[config.mk]
export PLATFORM = sky130hd
export DESIGN_NAME = scan_shift_ctrl_flat
export DESIGN_NICKNAME = d
export VERILOG_FILES = /design/src/rtl/scan_shift_ctrl_if.sv /design/src/rtl/scan_shift_ctrl.sv /design/src/flat_wrapper.sv
export SDC_FILE = /design/constraint.sdc
export NUM_CORES = 1
export LEC_CHECK = 0
export CORE_UTILIZATION = 55
export CTS_BUF_LIST = sky130_fd_sc_hd__clkbuf_16
export CTS_CLUSTER_SIZE = 8
export DETAILED_ROUTE_END_ITERATION = 7
export HOLD_SLACK_MARGIN = 0.15
export MAX_ROUTING_LAYER = met4
export PLACE_DENSITY = 0.83
export SLEW_MARGIN = 0
export SYNTH_ARGS = -nofsm -noshare
export SYNTH_HDL_FRONTEND = slang
export SYNTH_SLANG_ARGS = --single-unit
export TNS_END_PERCENT = 30
[constraint.sdc]
create_clock -name CK -period 3.05 [get_ports CK]
set_input_delay 0.4575 -clock CK [delete_from_list [all_inputs] [get_ports CK]]
set_output_delay 0.4575 -clock CK [all_outputs]
set_load 0.01 [all_outputs]
[src/rtl/scan_shift_ctrl_if.sv]
// ---------------------------------------------------------------------------
// scan_shift_ctrl_if
// Pattern-in / response-out handshake bundle of the scan shift controller.
//   pat_data  [CHAIN_LEN] pattern to load, bit 0 shifted into the chain first
//   pat_valid             pat_data is valid
//   pat_ready             controller takes a pattern on this edge
//   rsp_data  [CHAIN_LEN] unloaded chain contents
//   rsp_valid             rsp_data is valid
//   rsp_ready             consumer takes rsp_data on this edge
// master: pattern source / response sink.  slave: the controller.
// CHAIN_LEN must match the CHAIN_LEN of the attached controller.
// ---------------------------------------------------------------------------
interface scan_shift_ctrl_if #(
  parameter int CHAIN_LEN = 8
);
  logic [CHAIN_LEN-1:0] pat_data;
  logic                 pat_valid;
  logic                 pat_ready;
  logic [CHAIN_LEN-1:0] rsp_data;
  logic                 rsp_valid;
  logic                 rsp_ready;

  modport master (
    output pat_data, pat_valid, rsp_ready,
    input  pat_ready, rsp_data, rsp_valid
  );

  modport slave (
    input  pat_data, pat_valid, rsp_ready,
    output pat_ready, rsp_data, rsp_valid
  );
endinterface

[src/rtl/scan_shift_ctrl.sv]
// ---------------------------------------------------------------------------
// scan_shift_ctrl
// Drives one scan chain through load/unload (SHIFT), functional capture
// (CAPTURE) and hands the unloaded contents out (RESP).
//   CK        clock, all state on rising edge
//   RN        asynchronous active-low reset
//   bus       handshake bundle (slave side): pattern in, response out
//   abort     synchronous abort, returns to IDLE with highest priority
//   SE        scan enable to every chain flop (registered)
//   SI        serial data to the first chain flop (registered)
//   SO        Q of the last chain flop
//   busy      high whenever the controller is not in IDLE (registered)
// Timing: acceptance edge t0, shift edges t0+1..t0+CHAIN_LEN, capture edges
// t0+CHAIN_LEN+1..t0+CHAIN_LEN+CAP_CYCLES, rsp_valid high after the last.
// ---------------------------------------------------------------------------
module scan_shift_ctrl #(
  parameter int CHAIN_LEN  = 8,
  parameter int CAP_CYCLES = 1
) (
  input  logic                 CK,
  input  logic                 RN,
  scan_shift_ctrl_if.slave     bus,
  input  logic                 abort,
  output logic                 SE,
  output logic                 SI,
  input  logic                 SO,
  output logic                 busy
);

  localparam int CNT_W = $clog2(CHAIN_LEN + 1);
  localparam int CAP_W = $clog2(CAP_CYCLES + 1);
  localparam logic [CNT_W-1:0] LAST_SHIFT = CNT_W'(CHAIN_LEN - 1);
  localparam logic [CAP_W-1:0] LAST_CAP   = CAP_W'(CAP_CYCLES - 1);

  typedef enum logic [1:0] {
    IDLE    = 2'd0,
    SHIFT   = 2'd1,
    CAPTURE = 2'd2,
    RESP    = 2'd3
  } state_t;

  state_t               state;
  logic [CHAIN_LEN-1:0] pat_sr;
  logic [CHAIN_LEN-1:0] rsp_sr;
  logic [CNT_W-1:0]     cnt;
  logic [CAP_W-1:0]     cap_cnt;
  logic                 se_q;
  logic                 si_q;
  logic                 pat_ready_q;
  logic                 rsp_valid_q;
  logic                 busy_q;

  always_ff @(posedge CK or negedge RN) begin
    if (!RN) begin
      state       <= IDLE;
      pat_sr      <= '0;
      rsp_sr      <= '0;
      cnt         <= '0;
      cap_cnt     <= '0;
      se_q        <= 1'b0;
      si_q        <= 1'b0;
      pat_ready_q <= 1'b1;
      rsp_valid_q <= 1'b0;
      busy_q      <= 1'b0;
    end else if (abort) begin
      // Abort wins over every transition, including acceptance in IDLE.
      // rsp_sr is left alone so the last response stays readable.
      state       <= IDLE;
      cnt         <= '0;
      cap_cnt     <= '0;
      se_q        <= 1'b0;
      si_q        <= 1'b0;
      pat_ready_q <= 1'b1;
      rsp_valid_q <= 1'b0;
      busy_q      <= 1'b0;
    end else begin
      case (state)
        IDLE: begin
          if (bus.pat_valid) begin
            state       <= SHIFT;
            pat_sr      <= bus.pat_data;
            cnt         <= '0;
            se_q        <= 1'b1;
            si_q        <= bus.pat_data[0];
            pat_ready_q <= 1'b0;
            busy_q      <= 1'b1;
          end
        end

        SHIFT: begin
          // SO seen before shift edge k lands in rsp bit k once all
          // CHAIN_LEN bits have entered from the top.
          rsp_sr <= {SO, rsp_sr[CHAIN_LEN-1:1]};
          pat_sr <= pat_sr >> 1;
          si_q   <= pat_sr[1];
          cnt    <= cnt + CNT_W'(1);
          if (cnt == LAST_SHIFT) begin
            // cnt stops at CHAIN_LEN, which still fits, so it never wraps.
            state   <= CAPTURE;
            se_q    <= 1'b0;
            si_q    <= 1'b0;
            cap_cnt <= '0;
          end
        end

        CAPTURE: begin
          cap_cnt <= cap_cnt + CAP_W'(1);
          if (cap_cnt == LAST_CAP) begin
            state       <= RESP;
            rsp_valid_q <= 1'b1;
          end
        end

        RESP: begin
          if (bus.rsp_ready) begin
            state       <= IDLE;
            rsp_valid_q <= 1'b0;
            pat_ready_q <= 1'b1;
            busy_q      <= 1'b0;
          end
        end

        default: begin
          state       <= IDLE;
          se_q        <= 1'b0;
          si_q        <= 1'b0;
          pat_ready_q <= 1'b1;
          rsp_valid_q <= 1'b0;
          busy_q      <= 1'b0;
        end
      endcase
    end
  end

  assign SE            = se_q;
  assign SI            = si_q;
  assign busy          = busy_q;
  assign bus.pat_ready = pat_ready_q;
  assign bus.rsp_valid = rsp_valid_q;
  assign bus.rsp_data  = rsp_sr;

endmodule

[src/flat_wrapper.sv]
// flat-port wrapper written by rule: the top's interface ports become plain ports
module scan_shift_ctrl_flat 
#(
  parameter int CHAIN_LEN  = 8,
  parameter int CAP_CYCLES = 1
)
  (CK, RN, abort, SE, SI, SO, busy, bus_pat_data, bus_pat_valid, bus_rsp_ready, bus_pat_ready, bus_rsp_data, bus_rsp_valid);
  scan_shift_ctrl_if #(.CHAIN_LEN(CHAIN_LEN)) bus_i ();
  input  logic CK;
  input  logic RN;
  input  logic abort;
  output logic SE;
  output logic SI;
  input  logic SO;
  output logic busy;
  input wire logic [$bits(bus_i.pat_data)-1:0] bus_pat_data;
  input wire logic [$bits(bus_i.pat_valid)-1:0] bus_pat_valid;
  input wire logic [$bits(bus_i.rsp_ready)-1:0] bus_rsp_ready;
  output wire logic [$bits(bus_i.pat_ready)-1:0] bus_pat_ready;
  output wire logic [$bits(bus_i.rsp_data)-1:0] bus_rsp_data;
  output wire logic [$bits(bus_i.rsp_valid)-1:0] bus_rsp_valid;
  assign bus_i.pat_data = bus_pat_data;
  assign bus_i.pat_valid = bus_pat_valid;
  assign bus_i.rsp_ready = bus_rsp_ready;
  assign bus_pat_ready = bus_i.pat_ready;
  assign bus_rsp_data = bus_i.rsp_data;
  assign bus_rsp_valid = bus_i.rsp_valid;
  scan_shift_ctrl #(.CHAIN_LEN(CHAIN_LEN), .CAP_CYCLES(CAP_CYCLES)) u_core (.CK(CK), .RN(RN), .bus(bus_i), .abort(abort), .SE(SE), .SI(SI), .SO(SO), .busy(busy));
endmodule
After elaboration in Yosys (flattened, before gate mapping)
Index checks and enable logic that the tools add are counted.
- register bits: 28
- latch bits: 0
- bits in writable memories: 0
- ROM bits: 0
- logic and storage cells: 67
- memories: 0
- add/sub/neg operators: 2
- multiply operators: 0
- div/mod/pow operators: 0
- order comparisons: 0
- equal/unequal tests: 9
- shift-type cells: 0
- mux-type cells: 31
- bitwise operators: 1
- reductions and logical operators: 14
- operators by type and width (operator ; count):
    $pmux 8 s2 ; 1
    $mux 1 ; 14
    $pmux 1 s2 ; 6
    $reduce_and 3->1 ; 4
    $reduce_bool 3->1 ; 4
    $mux 2 ; 5
    $ne 3x3->1 const B ; 3
    $mux 4 ; 2
    $mux 8 ; 1
    $pmux 2 s4 ; 1
    $pmux 4 s2 ; 1
    $reduce_and 2->1 ; 3
    $add 4x1->4 const B ; 1
    $eq 2x2->1 const B ; 2
    $eq 4x3->1 const B ; 1
    $reduce_and 4->1 ; 1
    $ne 3x2->1 const B ; 1
    $eq 2x1->1 const B ; 1
    $logic_not 2->1 ; 1
    $ne 2x2->1 const B ; 1
    $reduce_bool 2->1 ; 1
    $add 1x1->1 const B ; 1
    $not 1->1 ; 1

Logic depth before layout (Yosys ltp)
- depth in word-level cells: 4
- mapped depth: 8
- gate-level depth less buffers: 5

Worst setup path after synthesis
Ideal clock, no wire load.
- path kind: register to register
- start: register u_core.state[1]
- end: register u_core.rsp_sr[7] (netlist: u_core.bus.rsp_data[7])
- arrival: 1.664 ns
- required time: 2.925 ns
- setup slack: 1.261 ns
- stages on the path, launching flop included: 8
- clock period less this slack: 1.789 ns
- cell sequence: dfrtp_1 > buf_2 > inv_2 > ha_1 > buf_2 > nor2b_4 > buf_2 > mux2_2
- cells in the longest elaborated chain, start to end: 2
- ends and longest elaborated chain (item ; RTL line ; text):
    start: declaration ; scan_shift_ctrl.sv:42 ; state_t state;
    start signal: assignment ; scan_shift_ctrl.sv:55 ; state <= IDLE;
    start signal: assignment ; scan_shift_ctrl.sv:68 ; state <= IDLE;
    start signal: assignment ; scan_shift_ctrl.sv:80 ; state <= SHIFT;
    $eq 2x1->1 ; scan_shift_ctrl.sv:77 ; case (state)
    $reduce_and 2->1 (no source line) ; -- ;
    end signal: assignment ; scan_shift_ctrl.sv:93 ; rsp_sr <= {SO, rsp_sr[CHAIN_LEN-1:1]};
    end: declaration ; scan_shift_ctrl.sv:44 ; logic [CHAIN_LEN-1:0] rsp_sr;
Every way passes these cells.
A chain may end at the register's enable or synchronous reset.

Final worst setup path
- start: register u_core.state[1]
- end: register u_core.se_q (netlist: u_core.SE)
- cells in the longest elaborated chain, start to end: 3
- ends and longest elaborated chain (item ; RTL line ; text):
    $eq 2x1->1 / $logic_not 2->1 (equally long branches) ; scan_shift_ctrl.sv:77 ;
    $ne 3x2->1 (no source line) (tied with other cells) ; -- ;
    $reduce_and 3->1 (no source line) / $mux 1 (equally long branches) ; -- ;
    end signal: assignment ; scan_shift_ctrl.sv:71 ; se_q <= 1'b0;
    end signal: assignment ; scan_shift_ctrl.sv:83 ; se_q <= 1'b1;
    end signal: assignment ; scan_shift_ctrl.sv:100 ; se_q <= 1'b0;
    end: declaration ; scan_shift_ctrl.sv:47 ; logic se_q;
Several ways; a longest one is shown, not always the timed one.

==> impl_results.md <==
- Htree depth: 1
- CP max FO: 11
- Starting Density: 59.0%
- Layout Nets: 174
- Clk root buf: clkbuf_16
- Final GP Congestion: 0.790
- DRC viols: 0
- Max Cap Violations: 0
- CTS tree: yes
- CP Capture Type: register
- CORE AREA: 2500 µm²
- Die X: 53.8 µm
- CTS buffer count: 3
- Clock-pin slew on the worst setup and hold paths: 0.07 ns
- WL final: 2.83 mm
- Setup violators final: 0
- Final Slew Violations: 0
- Post-CTS Setup Inserts: 0
- Global Route Usage Sum: 22.8%
- Io pins: 27
- Finished Layout Cells: 183
- YS warnings: 0
- Die H: 53.8 µm
- Fin. Hold Viols: 0
- Status: finished clean
- Largest net degree at the start of global routing: 28
- Peak Freq: 0.466 GHz
- Critical path arrival: 2.28 ns
- Yosys cell types: 40
- PnR worst setup slack: 0.906 ns
- Placed cells: 179
- Finished Core Util: 72.7%
- Detailed-router iteration count before antenna repair: 4
- Dpl cell area: 1740 µm²
- Register area share after synthesis: 45.9%
- Clk sinks: 27
- Mapped Avg Cell Area: 11.4 µm²
- Hold/Removal Path Class: reg2reg
- Required @ worst endpoint: 3.19 ns
- Overall power: 1.59 mW
- Cell area after layout: 1820 µm²
- Pwr dens: 877 nW/µm²
- Hold_ws: 0.507 ns
- Share of layout cells above drive strength 1: 21.6%
- Actual slew at the worst max-slew pin: 0.656 ns
- CP Launch Type: register
- Clock Skews: 0.00332 ns
- Syn nets: 149
- Max clock buf depth: 2
- Hpwl dp: 1.92 mm
- Fin crit period: 2.14 ns
- Hold Buf Count CTS: 0
- #FFs+latches synth: 27
- Period utilization: 70.3%
- DRT antenna net count: 0
- Setup_tns: 0 ns
- Initial antenna violation count: 0
- Clk_lat worst skew: 0.26 ns
- Post-place setup slack: 0.724 ns
- Slew margin rel.: 56.1%
- Gr ovfl total: 0
- Mapped Area: 1470 µm²
- Diodes inserted: 0
- Vias post-DR: 1087
- Initial DRC Count: 17
- Area of the die: 2890 µm²
- Wire per inst: 15.4 µm
- Post-DR vias/cell: 5.94
- Layout area overhead: 23.3%
- Vias in the first global route: 1043
- P_leak: 0.814 nW
- RSZ-0062 raised after global routing: no
- CTS resizes: 0
- WS Path Type: reg2reg
- Peak supply drop: 0.000661 V
- First-pass GRT wire length: 4.57 mm
- Syn Inst Count: 129
- Port-buffer cells: 26
- FP Rows: 18
cell type report:
cell class              count  area [µm²]
clock buffers               3        75.1
fillers                   167         682
well taps                  30        37.5
inverters                   9        33.8
clock inverters             1        7.51
flip-flops and latches     27         677
multi-input cells          86         719
repair buffers             27         268
path summary, 6_finish.rpt:
check | cells after the start | startpoint | end | slack, ns
max | 5 | u_core.state[1] | u_core.SE | 0.91
min | 1 | u_core.pat_sr[3] | u_core.pat_sr[3] | 0.51
max reg2reg | 5 | u_core.state[1] | u_core.SE | 0.91
min reg2reg | 1 | u_core.pat_sr[3] | u_core.pat_sr[3] | 0.51
max in group asynchronous | 2 | RN | u_core.bus.pat_ready | 2.18
min in group asynchronous | 2 | RN | u_core.cnt[2] | 0.56
placed cells by master (no fill, tap or decap), types with 5 or more instances in the layout:
cell	netlist	final
clkdlybuf4s50_1	0	26
ha_1	6	6
dfrtp_1	26	26
inv_1	8	8
nor2b_1	5	5
a21oi_1	7	7
nand3_1	5	5
mux2_2	20	20
o21ai_0	5	5
state kept, by name (all words and copies together) (netlist names):
| name | cells |
|---|---|
| u_core.busy | 1 |
| u_core.pat_sr | 7 |
| u_core.bus.pat_ready | 1 |
| u_core.bus.rsp_data | 8 |
| u_core.cap_cnt | 1 |
| u_core.SE | 1 |
| u_core.bus.rsp_valid | 1 |
| u_core.state | 2 |
| u_core.cnt | 4 |
| u_core.SI | 1 |
synth_stat cells, drive strengths merged:
library cell	count	area, µm²
dfrtp	26	651
mux2	20	225
inv	9	33.8
a21oi	7	35.0
buf	6	40.0
ha	6	75.1
nor2b	6	45.0
nand3	5	25.0
o21ai	5	25.0
o311ai	4	35.0
nand2	3	11.3
nand4	3	18.8
a2111o	2	22.5
and2b	2	18.8
mux2i	2	20.0
nand2b	2	12.5
nor2	2	10.0
o31ai	2	15.0
or3	2	12.5
a2111oi	1	8.76
a211o	1	8.76
a21o	1	7.51
a311oi	1	8.76
a32o	1	10.0
and2	1	6.26
and3	1	7.51
clkbuf	1	3.75
dfstp	1	26.3
nand3b	1	20.0
nor3	1	5.00
nor3b	1	7.51
o211ai	1	7.51
o41ai	1	8.76
or2	1	6.26
kinds of logic after synthesis:
family,count (synthesis),synth area share [%]
buf+inv,16,5.26
flops,27,45.9
simple gates,31,14.0
fa+ha+maj,6,5.09
mux,22,16.6
compound gates,27,13.1
critical path, cell delays in order (launching register included):
cell	delay, ns
dfrtp_1	0.52
inv_2	0.20
ha_1	0.30
nor2b_1	0.52
nor2_1	0.16
o311ai_0	0.33
per-layer routing:
layer	global-route usage [%]	up-vias	wire, µm
met5	-	-	0
met2	37.0	39	1380
met3	3.39	6	164
met4	8.77	0	48
li1	-	514	-
met1	28.6	528	1240
where the power goes:
| part | switching (mW) | leakage [nW] | internal (mW) |
|---|---|---|---|
| clock | 0.124 | 0.0371 | 0.178 |
| sequential | 0.112 | 0.343 | 0.499 |
| combinational | 0.302 | 0.434 | 0.380 |
| total | 0.537 | 0.814 | 1.06 |
Power figures use the tool's default switching activity.
